<file path="src/rtl/ts_channel_selector.sv">
// Picks one of N_CH TS input channels from signal presence and periodic error
// counts: ranked priority list, fallback, revert hold-off and manual override.
module ts_channel_selector #(
  parameter int N_CH       = 4,
  parameter int ERR_W      = 8,
  parameter int TIMER_W    = 20,
  parameter int SEL_W      = $clog2(N_CH),
  parameter int DEF_TIMER  = 30,
  parameter int DEF_THRESH = 2
) (
  input  logic                  clk,
  input  logic                  rst,
  input  logic [N_CH-1:0]       valid,
  input  logic [N_CH*ERR_W-1:0] err_count,
  input  logic                  mm_write_en,
  input  logic                  mm_read_en,
  input  logic [7:0]            mm_addr,
  input  logic [31:0]           mm_wdata,
  output logic [31:0]           mm_rdata,
  output logic [SEL_W-1:0]      mux_control,
  output logic                  en_mux,
  output logic                  en_reset_counter
);

  localparam int RANK_W = $clog2(N_CH + 1);
  localparam logic [SEL_W:0] N_CH_L = N_CH[SEL_W:0];

  typedef enum logic [1:0] {
    ST_NORMAL,
    ST_REVERT_PEND,
    ST_MANUAL
  } state_t;

  state_t             state, state_nxt;
  logic               fallback_en, manual_en;
  logic [SEL_W-1:0]   manual_ch;
  logic [SEL_W-1:0]   prio [N_CH];
  logic [TIMER_W-1:0] period, timer;
  logic [ERR_W-1:0]   thresh;
  logic [7:0]         holdoff, hold_cnt, hold_cnt_nxt, switch_cnt;
  logic [SEL_W-1:0]   pending, pending_nxt, mux_nxt, cand;
  logic [RANK_W-1:0]  cand_rank, cur_rank, h_rank, v_rank;
  logic [SEL_W-1:0]   h_ch, v_ch;
  logic               h_found, v_found, cur_found, cand_found, eval;
  logic [ERR_W-1:0]   errs [N_CH];
  logic [N_CH-1:0]    healthy;
  logic [31:0]        rdata_nxt;
  logic               wr_status, wr_timer;
  logic               unused_wdata;

  assign unused_wdata = ^mm_wdata;
  assign wr_status    = mm_write_en && (mm_addr == 8'h01);
  assign wr_timer     = mm_write_en && (mm_addr == 8'h03);
  assign eval         = (period != '0) && (timer == period - 1'b1);

  always_comb begin
    for (int unsigned k = 0; k < N_CH; k++) begin
      errs[k]    = err_count[k*ERR_W +: ERR_W];
      healthy[k] = valid[k] && (errs[k] <= thresh);
    end
  end

  // Rank scan: first occurrence of a channel in the list defines its rank.
  always_comb begin
    h_found   = 1'b0;
    v_found   = 1'b0;
    cur_found = 1'b0;
    h_ch      = '0;
    v_ch      = '0;
    h_rank    = '0;
    v_rank    = '0;
    cur_rank  = RANK_W'(N_CH);
    for (int unsigned i = 0; i < N_CH; i++) begin
      if ({1'b0, prio[i]} < N_CH_L) begin
        if (!h_found && healthy[prio[i]]) begin
          h_found = 1'b1;
          h_ch    = prio[i];
          h_rank  = RANK_W'(i);
        end
        if (!v_found && valid[prio[i]]) begin
          v_found = 1'b1;
          v_ch    = prio[i];
          v_rank  = RANK_W'(i);
        end
      end
      if (!cur_found && (prio[i] == mux_control)) begin
        cur_found = 1'b1;
        cur_rank  = RANK_W'(i);
      end
    end
    if (fallback_en) begin
      cand_found = h_found || v_found;
      cand       = h_found ? h_ch : v_ch;
      cand_rank  = h_found ? h_rank : v_rank;
    end else begin
      cand_found = ({1'b0, prio[0]} < N_CH_L);
      cand       = prio[0];
      cand_rank  = '0;
    end
  end

  always_comb begin
    state_nxt    = state;
    mux_nxt      = mux_control;
    pending_nxt  = pending;
    hold_cnt_nxt = hold_cnt;
    if (manual_en) begin
      state_nxt = ST_MANUAL;
      if ({1'b0, manual_ch} < N_CH_L) mux_nxt = manual_ch;
    end else if (eval) begin
      // leaving MANUAL is resolved as a NORMAL evaluation in the same cycle
      if (state == ST_MANUAL) state_nxt = ST_NORMAL;
      if (cand_found) begin
        if (cand_rank >= cur_rank) begin
          state_nxt = ST_NORMAL;
          mux_nxt   = cand;
        end else if ((state == ST_REVERT_PEND) && (cand == pending)) begin
          if ({1'b0, hold_cnt} + 9'd1 >= {1'b0, holdoff}) begin
            state_nxt = ST_NORMAL;
            mux_nxt   = cand;
          end else begin
            hold_cnt_nxt = hold_cnt + 8'd1;
          end
        end else if (holdoff == '0) begin
          state_nxt = ST_NORMAL;
          mux_nxt   = cand;
        end else begin
          state_nxt    = ST_REVERT_PEND;
          pending_nxt  = cand;
          hold_cnt_nxt = 8'd1;
        end
      end
    end
  end

  always_comb begin
    rdata_nxt = '0;
    case (mm_addr)
      8'h00: begin
        rdata_nxt[0]            = fallback_en;
        rdata_nxt[1]            = manual_en;
        rdata_nxt[8 +: SEL_W]   = manual_ch;
      end
      8'h01: begin
        rdata_nxt[SEL_W-1:0]    = mux_control;
        rdata_nxt[8 +: N_CH]    = valid;
        rdata_nxt[16]           = !cand_found;
        rdata_nxt[17]           = (state == ST_REVERT_PEND);
        rdata_nxt[31:24]        = switch_cnt;
      end
      8'h02: begin
        for (int unsigned i = 0; i < N_CH; i++) rdata_nxt[i*4 +: SEL_W] = prio[i];
      end
      8'h03: rdata_nxt[TIMER_W-1:0] = period;
      8'h04: begin
        rdata_nxt[ERR_W-1:0]    = thresh;
        rdata_nxt[23:16]        = holdoff;
      end
      default: begin
        for (int unsigned k = 0; k < N_CH; k++) begin
          if (mm_addr == 8'(16 + k)) rdata_nxt[ERR_W-1:0] = errs[k];
        end
      end
    endcase
  end

  always_ff @(posedge clk or negedge rst) begin
    if (!rst) begin
      fallback_en <= 1'b1;
      manual_en   <= 1'b0;
      manual_ch   <= '0;
      for (int unsigned i = 0; i < N_CH; i++) prio[i] <= SEL_W'(i);
      period      <= TIMER_W'(DEF_TIMER);
      thresh      <= ERR_W'(DEF_THRESH);
      holdoff     <= '0;
    end else if (mm_write_en) begin
      case (mm_addr)
        8'h00: begin
          fallback_en <= mm_wdata[0];
          manual_en   <= mm_wdata[1];
          manual_ch   <= mm_wdata[8 +: SEL_W];
        end
        8'h02: begin
          for (int unsigned i = 0; i < N_CH; i++) prio[i] <= mm_wdata[i*4 +: SEL_W];
        end
        8'h03: period <= mm_wdata[TIMER_W-1:0];
        8'h04: begin
          thresh  <= mm_wdata[ERR_W-1:0];
          holdoff <= mm_wdata[23:16];
        end
        default: ;
      endcase
    end
  end

  always_ff @(posedge clk or negedge rst) begin
    if (!rst) begin
      state       <= ST_NORMAL;
      mux_control <= '0;
      pending     <= '0;
      hold_cnt    <= '0;
    end else begin
      state       <= state_nxt;
      mux_control <= mux_nxt;
      pending     <= pending_nxt;
      hold_cnt    <= hold_cnt_nxt;
    end
  end

  always_ff @(posedge clk or negedge rst) begin
    if (!rst) begin
      timer            <= '0;
      en_reset_counter <= 1'b0;
      en_mux           <= 1'b0;
      switch_cnt       <= '0;
      mm_rdata         <= '0;
    end else begin
      if (wr_timer || (period == '0) || eval) timer <= '0;
      else                                    timer <= timer + 1'b1;
      en_reset_counter <= eval;
      en_mux           <= ({1'b0, mux_control} < N_CH_L) && valid[mux_control];
      if (wr_status)                                        switch_cnt <= '0;
      else if ((mux_nxt != mux_control) && (switch_cnt != 8'hFF)) switch_cnt <= switch_cnt + 8'd1;
      if (mm_read_en) mm_rdata <= rdata_nxt;
    end
  end

endmodule
</file>
<file path="config.mk">
export PLATFORM = sky130hd
export DESIGN_NAME = ts_channel_selector
export DESIGN_NICKNAME = d
export VERILOG_FILES = /design/src/rtl/ts_channel_selector.sv
export SDC_FILE = /design/constraint.sdc
export NUM_CORES = 1
export LEC_CHECK = 0
export BUFFER_PORTS_ARGS = -buffer_cell sky130_fd_sc_hd__buf_4
export CAP_MARGIN = 20
export CORE_ASPECT_RATIO = 1.25
export CORE_MARGIN = 3
export CORE_UTILIZATION = 55
export DETAILED_ROUTE_END_ITERATION = 12
export PLACE_DENSITY = 0.77
export SLEW_MARGIN = 0
export SYNTH_ARGS = -nofsm -noshare
export SYNTH_HDL_FRONTEND = slang
export SYNTH_SLANG_ARGS = --single-unit
</file>
<file path="constraint.sdc">
create_clock -name clk -period 7.3 [get_ports clk]
set_clock_uncertainty 0.15 [all_clocks]
set_input_delay 1.095 -clock clk [delete_from_list [all_inputs] [get_ports clk]]
set_output_delay 1.095 -clock clk [all_outputs]
set_load 0.05 [all_outputs]
</file>
### Word level (Yosys, flattened, before mapping)

Cells that the tools add are included.

| operators by class | value |
|---|---|
| eq/ne operators | 20 |
| bitwise logic cells | 4 |
| $add $sub $neg | 5 |
| multiplexer cells | 89 |
| reductions and logical operators | 45 |
| $lt $le $gt $ge | 11 |

Operator list:

| kind | count |
|---|---|
| 8-bit 2-to-1 mux | 10 |
| 2-bit 2-to-1 mux | 25 |
| 8-bit by 5-bit == test with 1-bit output (second input constant) | 4 |
| 8-bit <= comparator | 4 |
| 3-bit 2-to-1 mux | 10 |
| 1-bit 2-to-1 mux | 24 |
| 20-bit by 1-bit adder with 20-bit output (second input constant) | 1 |
| 20-bit == test | 1 |
| 20-bit zero test | 1 |
| 20-bit 2-to-1 mux | 1 |
| 20-bit nonzero test | 1 |
| 20-bit by 1-bit subtractor with 20-bit output (second input constant) | 1 |
| 1-bit binary-select mux with 2-bit select | 9 |
| 1-bit logical AND | 18 |
| 2-bit one-hot mux with 3 select lines | 3 |
| 8-bit by 1-bit adder with 8-bit output (second input constant) | 2 |
| 8-bit by 2-bit == test with 1-bit output (second input constant) | 2 |
| 8-bit zero test | 2 |
| 2-bit one-hot mux with 4 select lines | 2 |
| 2-bit by 3-bit < comparator with 1-bit output (second input constant) | 5 |
| 2-bit one-hot mux with 2 select lines | 3 |
| 6-bit AND reduction | 2 |
| 2-bit == test | 5 |
| 1-bit zero test | 10 |
| 18 further kinds | 28 |

| word-level totals | value |
|---|---|
| input bits | 80 |
| output and inout port bits | 36 |
| logic and storage cells | 193 |
| flip-flop bits (word level) | 124 |

### Logic depth before layout (Yosys ltp)

| logic depth | value |
|---|---|
| word-level depth | 27 |
| depth in mapped cells | 24 |
| mapped depth without buffers | 22 |

### Worst setup path after synthesis

No wires, ideal clock.

| timing | value |
|---|---|
| path kind | input-to-reg |
| start point | in err_count[15] |
| end point | reg switch_cnt[5] |
| arrival time | 5383 ps |
| setup time | 77 ps |
| cell stages on the path | 22 |
| buffers on the path | 1 |
| required time | 7073 ps |
| path slack | 1689 ps |
| cell sequence | ha_1 -> nand4_1 -> or3_1 -> nand2_1 -> a31oi_1 -> or2_2 -> nor2_1 -> nor3b_1 -> o21ai_0 -> a21oi_1 -> or2_2 -> ha_1 -> nand2b_1 -> a21oi_1 -> a21oi_1 -> or4b_1 -> a2111o_1 -> mux2i_1 -> o31ai_1 -> buf_6 -> or4_1 -> a21oi_1 |

| between the ends | value |
|---|---|
| cells in the longest elaborated chain, start to end | 26 |
| elaborated cells on any way between the ends | 46 |
| those cells by class | 2 x order compare; 2 x eq/ne; 31 x mux; 11 x reduce/logical |

RTL lines:

| item | line | text |
|---|---|---|
| from (decl) | 14 | `input logic [N_CH*ERR_W-1:0] err_count,` |
| 8-bit <= comparator (*) | 59 | `healthy[k] = valid[k] && (errs[k] <= thresh);` |
| 1-bit logical AND (*) | 59 |  |
| 1-bit binary-select mux with 2-bit select | 75 | `if (!h_found && healthy[prio[i]]) begin` |
| 1-bit 2-to-1 mux (not written as such) | 75 |  |
| 1-bit 2-to-1 mux | 75 |  |
| 1-bit zero test | 75 |  |
| 1-bit logical AND | 75 |  |
| 1-bit 2-to-1 mux | 75 |  |
| [10 not listed] | -- |  |
| 2-bit 2-to-1 mux | 117 | `end else if ((state == ST_REVERT_PEND) && (cand == pending)) begin` |
| 2-bit 2-to-1 mux | 114 | `if (cand_rank >= cur_rank) begin` |
| 2-bit 2-to-1 mux (*) | 113 | `if (cand_found) begin` |
| 2-bit 2-to-1 mux (*) | 110 | `end else if (eval) begin` |
| 2-bit 2-to-1 mux (*) | 107 | `if (manual_en) begin` |
| 2-bit != test (*) | 223 | `else if ((mux_nxt != mux_control) && (switch_cnt != 8'hFF)) switch_cnt <= switch_cnt + 8'd1;` |
| 1-bit logical AND (*) | 223 |  |
| 2-bit nonzero test (no source line) (*) | -- |  |
| to (signal assigned) | 223 |  |
| to (decl) | 40 | `logic [7:0] holdoff, hold_cnt, hold_cnt_nxt, switch_cnt;` |

Every way passes the cells marked *; elsewhere a longest branch is shown, timed or not. The select of a mux whose other input is x is not followed.
A chain may end at the register's enable or synchronous reset.

### Final worst setup path

| timing | value |
|---|---|
| start point | in err_count[15] |
| end point | reg switch_cnt[4] |

The elaborated chain is that of the path after synthesis.

==> results.yml <==
route:
  drt_pass1_iterations: 6
  dr_total_vias: 7606
  met3_length_um: 1460
  dr.max_layer_used: "met4"
  drtAntennaViolNets: 0
  wl_met2_um: 11700
  avgViaCountPerCell: 6.14
  wl_met1_um: 8980
  wl_per_cell_um: 18.3
  drt_iter0_drc: 571
  drc: 0
  wl_um: 22700
critical_path:
  crit_arrival_ns: 6.26
  cp_slowest_stage_delay_ns: 0.76
  path_common_cell: "a21oi_1"
  cpMaxStageDelayCell: "or4b_1"
  cp.required_ns: 7.49
  startpoint_type: "primary input"
  critPathMaxFanout: 11
  path_cells: "buf_4 -> ha_1 -> nand4_1 -> or3_1 -> nand2_1 -> a31oi_1 -> or2_2 -> nor2_1 -> nor3b_1 -> o21ai_0 -> a21oi_1 -> or2_2 -> ha_1 -> nand2b_1 -> a21oi_1 -> a21oi_1 -> or4b_1 -> a2111o_1 -> mux2i_1 -> o31ai_1 -> buf_2 -> or4_1 -> a21oi_1"
  critical_path_class: "in2reg"
  worstRegToRegCells: 20
  cp-end-kind: "flip-flop"
placement:
  dp_hpwl_um: 17000
  placed_cell_area_um2: 9460
  portBuffers: 107
  gp_congestion: 0.948
cts:
  htreeDepth: 4
  cts_buffer_depth: 2
  ctsHoldBuffers: 0
  cts-root-buf: "clkbuf_16"
  ctsResizeCount: 0
  clock_sinks: 124
  clkTransAtPathRegs_ns: 0.05
  cts_setup_buffers: 0
  cts_tree: "built"
  clock_latency_ns: 0.42
  cts_buffers: 17
global_routing:
  grt_pass1_wl_um: 37100
  antenna_found_initial: 0
  grt_usage_pct: 26.8
  grt_max_degree: 83
  grt_pass1_vias: 7305
  grt_overflow_total: 0
final_layout:
  num_antenna_cells: 0
  finalNetCount: 1145
  drive_gt1_share_pct: 21.4
  fill_cells: 1257
  multi_input_area_um2: 5020
  stdcell_area_um2: 10000
  regArea_um2: 3120
  fin_util_pct: 66.6
  area_growth_pct: 17.7
floorplanning:
  rows: 50
  start_util_pct: 56.6
  die-area_um2: 17000
  fp.dieW_um: 117
  core_area_um2: 15100
  io-pin-count: 116
  die_h_um: 145
sta:
  period_minus_slack_ns: 6.07
  clock.fmax_mhz: 165
  tns_ns: 0
  fin_crit_sh_pct: 83.1
  worst_pin_slew_ns: 0.958
  rsz0062_at_grt: "no"
  holdWs_ns: 0.372
  hold_viol_final: 0
  report.final.slew_viol_count: 0
  max_slew_margin_pct: 35.6
  finalSetupViolations: 0
synth:
  ys_seq_elements: 124
  synth_area_um2: 8530
  synth-edff-count: 0
  synthCells: 929
  synthFlopType: "dfrtp_1"
  synth-async-reset-ratio_pct: 100
  yosys.area.top_type_share_pct: 33.4
  ys_warn_count: 0
  yosys.area.top_type: "dfrtp_1"
  syn_nets: 1056
  synth_cell_type_count: 68
  postSynthAreaPerCell_um2: 9.18
  seq_area_frac_synth_pct: 36.5
  synth_area_leaders: "dfrtp_1 (33%), ha_1 (6.9%), mux2_2 (6.6%), nor2_1 (3.7%), xor2_1 (3.5%)"
outcome:
  outcome: "finished clean"
worst_hold_path:
  hold-path-cell-count: 2
  hp-class: "reg2reg"
power:
  vdd_drop_max_mv: 0.179
  powerDensity_nw_per_um2: 211
  finalPower_mw: 2.12
  power_leakage_nw: 4.48
flow_run:
  cap_violations: 0
-- worst max-delay path, delay by kind of cell --
family                     cells  cell delay [ns]
AOI/OAI and AO/OA              8             1.19
adders and majority gates      2             0.58
buffers and inverters          2             0.30
muxes                          1             0.19
and+or+nand+nor               10             2.88
-- path summary, 6_finish.rpt --
check                              start            end  slack [ns]
setup / recovery           err_count[15]  switch_cnt[4]        1.23
hold / removal              mm_rdata[25]   mm_rdata[25]        0.37
setup reg to reg               thresh[1]  switch_cnt[4]        1.47
hold reg to reg             mm_rdata[25]   mm_rdata[25]        0.37
max in group asynchronous            rst      thresh[1]        5.42
min in group asynchronous            rst   mm_rdata[29]        0.51
-- layout by cell type (no fill, tap or decap), types with 10 or more instances in the layout --
cell type / count
a21oi_1: 46
a222oi_1: 12
a22oi_1: 18
a31oi_1: 11
and3_1: 15
buf_4: 113
clkbuf_16: 17
dfrtp_1: 114
dfstp_2: 10
ha_1: 47
inv_1: 57
mux2_2: 50
mux2i_1: 10
nand2_1: 48
nand2b_1: 19
nand3_1: 47
nor2_1: 84
nor3_1: 16
nor4_1: 12
o21ai_0: 43
o31ai_1: 20
xnor2_1: 24
xor2_1: 34
-- cell type report --
| class | count | share of cell area, % |
|---|---|---|
| Multi-Input combinational cell | 703 | 50.0 |
| Inverter | 57 | 2.13 |
| Sequential cell | 124 | 31.0 |
| Tap cell | 208 | 2.59 |
| Clock inverter | 7 | 0.698 |
| Clock buffer | 25 | 4.74 |
| Timing Repair Buffer | 115 | 8.78 |
-- power by group --
part	internal (mW)	switching (mW)	leakage [nW]
combinational	0.211	0.312	2.57
clock	0.485	0.303	0.265
sequential	0.730	0.0802	1.64
total	1.43	0.695	4.48
-- per-layer routing --
layer,vias to the layer above,GRT usage (%)
met5,-,0
met3,52,4.72
met2,284,46.8
met4,0,9.45
met1,3660,33.5
li1,3610,-
-- cells by family after synthesis --
group | share of synthesized area (%)
buffers and inverters | 4.62
and+or+nand+nor | 19.2
AOI/OAI and AO/OA | 17.5
adders and majority gates | 6.89
muxes | 9.36
xor gates and xnor gates | 5.96
DFF | 36.5
-- flip-flops by register name, indices dropped and copies added, names as in the netlist --
register / count
fallback_en: 1
mm_rdata: 32
timer: 20
period: 20
mux_control: 2
manual_en: 1
pending: 2
holdoff: 8
hold_cnt: 8
en_reset_counter: 1
switch_cnt: 8
thresh: 8
prio: 8
state: 2
manual_ch: 2
en_mux: 1
-- per-stage QoR --
step	worst slack [ns]	cells
after CTS	1.25	1237
after detailed placement	0.841	1205
after global routing	0.857	1239
after floorplan	1.69	929
after global placement	0.932	1205
final	1.23	1239
-- Yosys cell counts (all sizes together), types with 8 or more instances --
| cell | number |
|---|---|
| dfrtp | 114 |
| nor2 | 84 |
| inv | 57 |
| mux2 | 50 |
| nand2 | 48 |
| ha | 47 |
| nand3 | 47 |
| a21oi | 46 |
| o21ai | 43 |
| clkbuf | 37 |
| xor2 | 34 |
| xnor2 | 24 |
| o31ai | 20 |
| nand2b | 19 |
| a22oi | 18 |
| nor3 | 16 |
| and3 | 15 |
| nor4 | 15 |
| a222oi | 12 |
| a31oi | 11 |
| dfstp | 10 |
| mux2i | 10 |
| a211oi | 9 |
| nor2b | 9 |
| and4 | 8 |
| buf | 8 |
| nand4 | 8 |
| or4 | 8 |
Note: power is estimated with default switching activity, not from simulation.
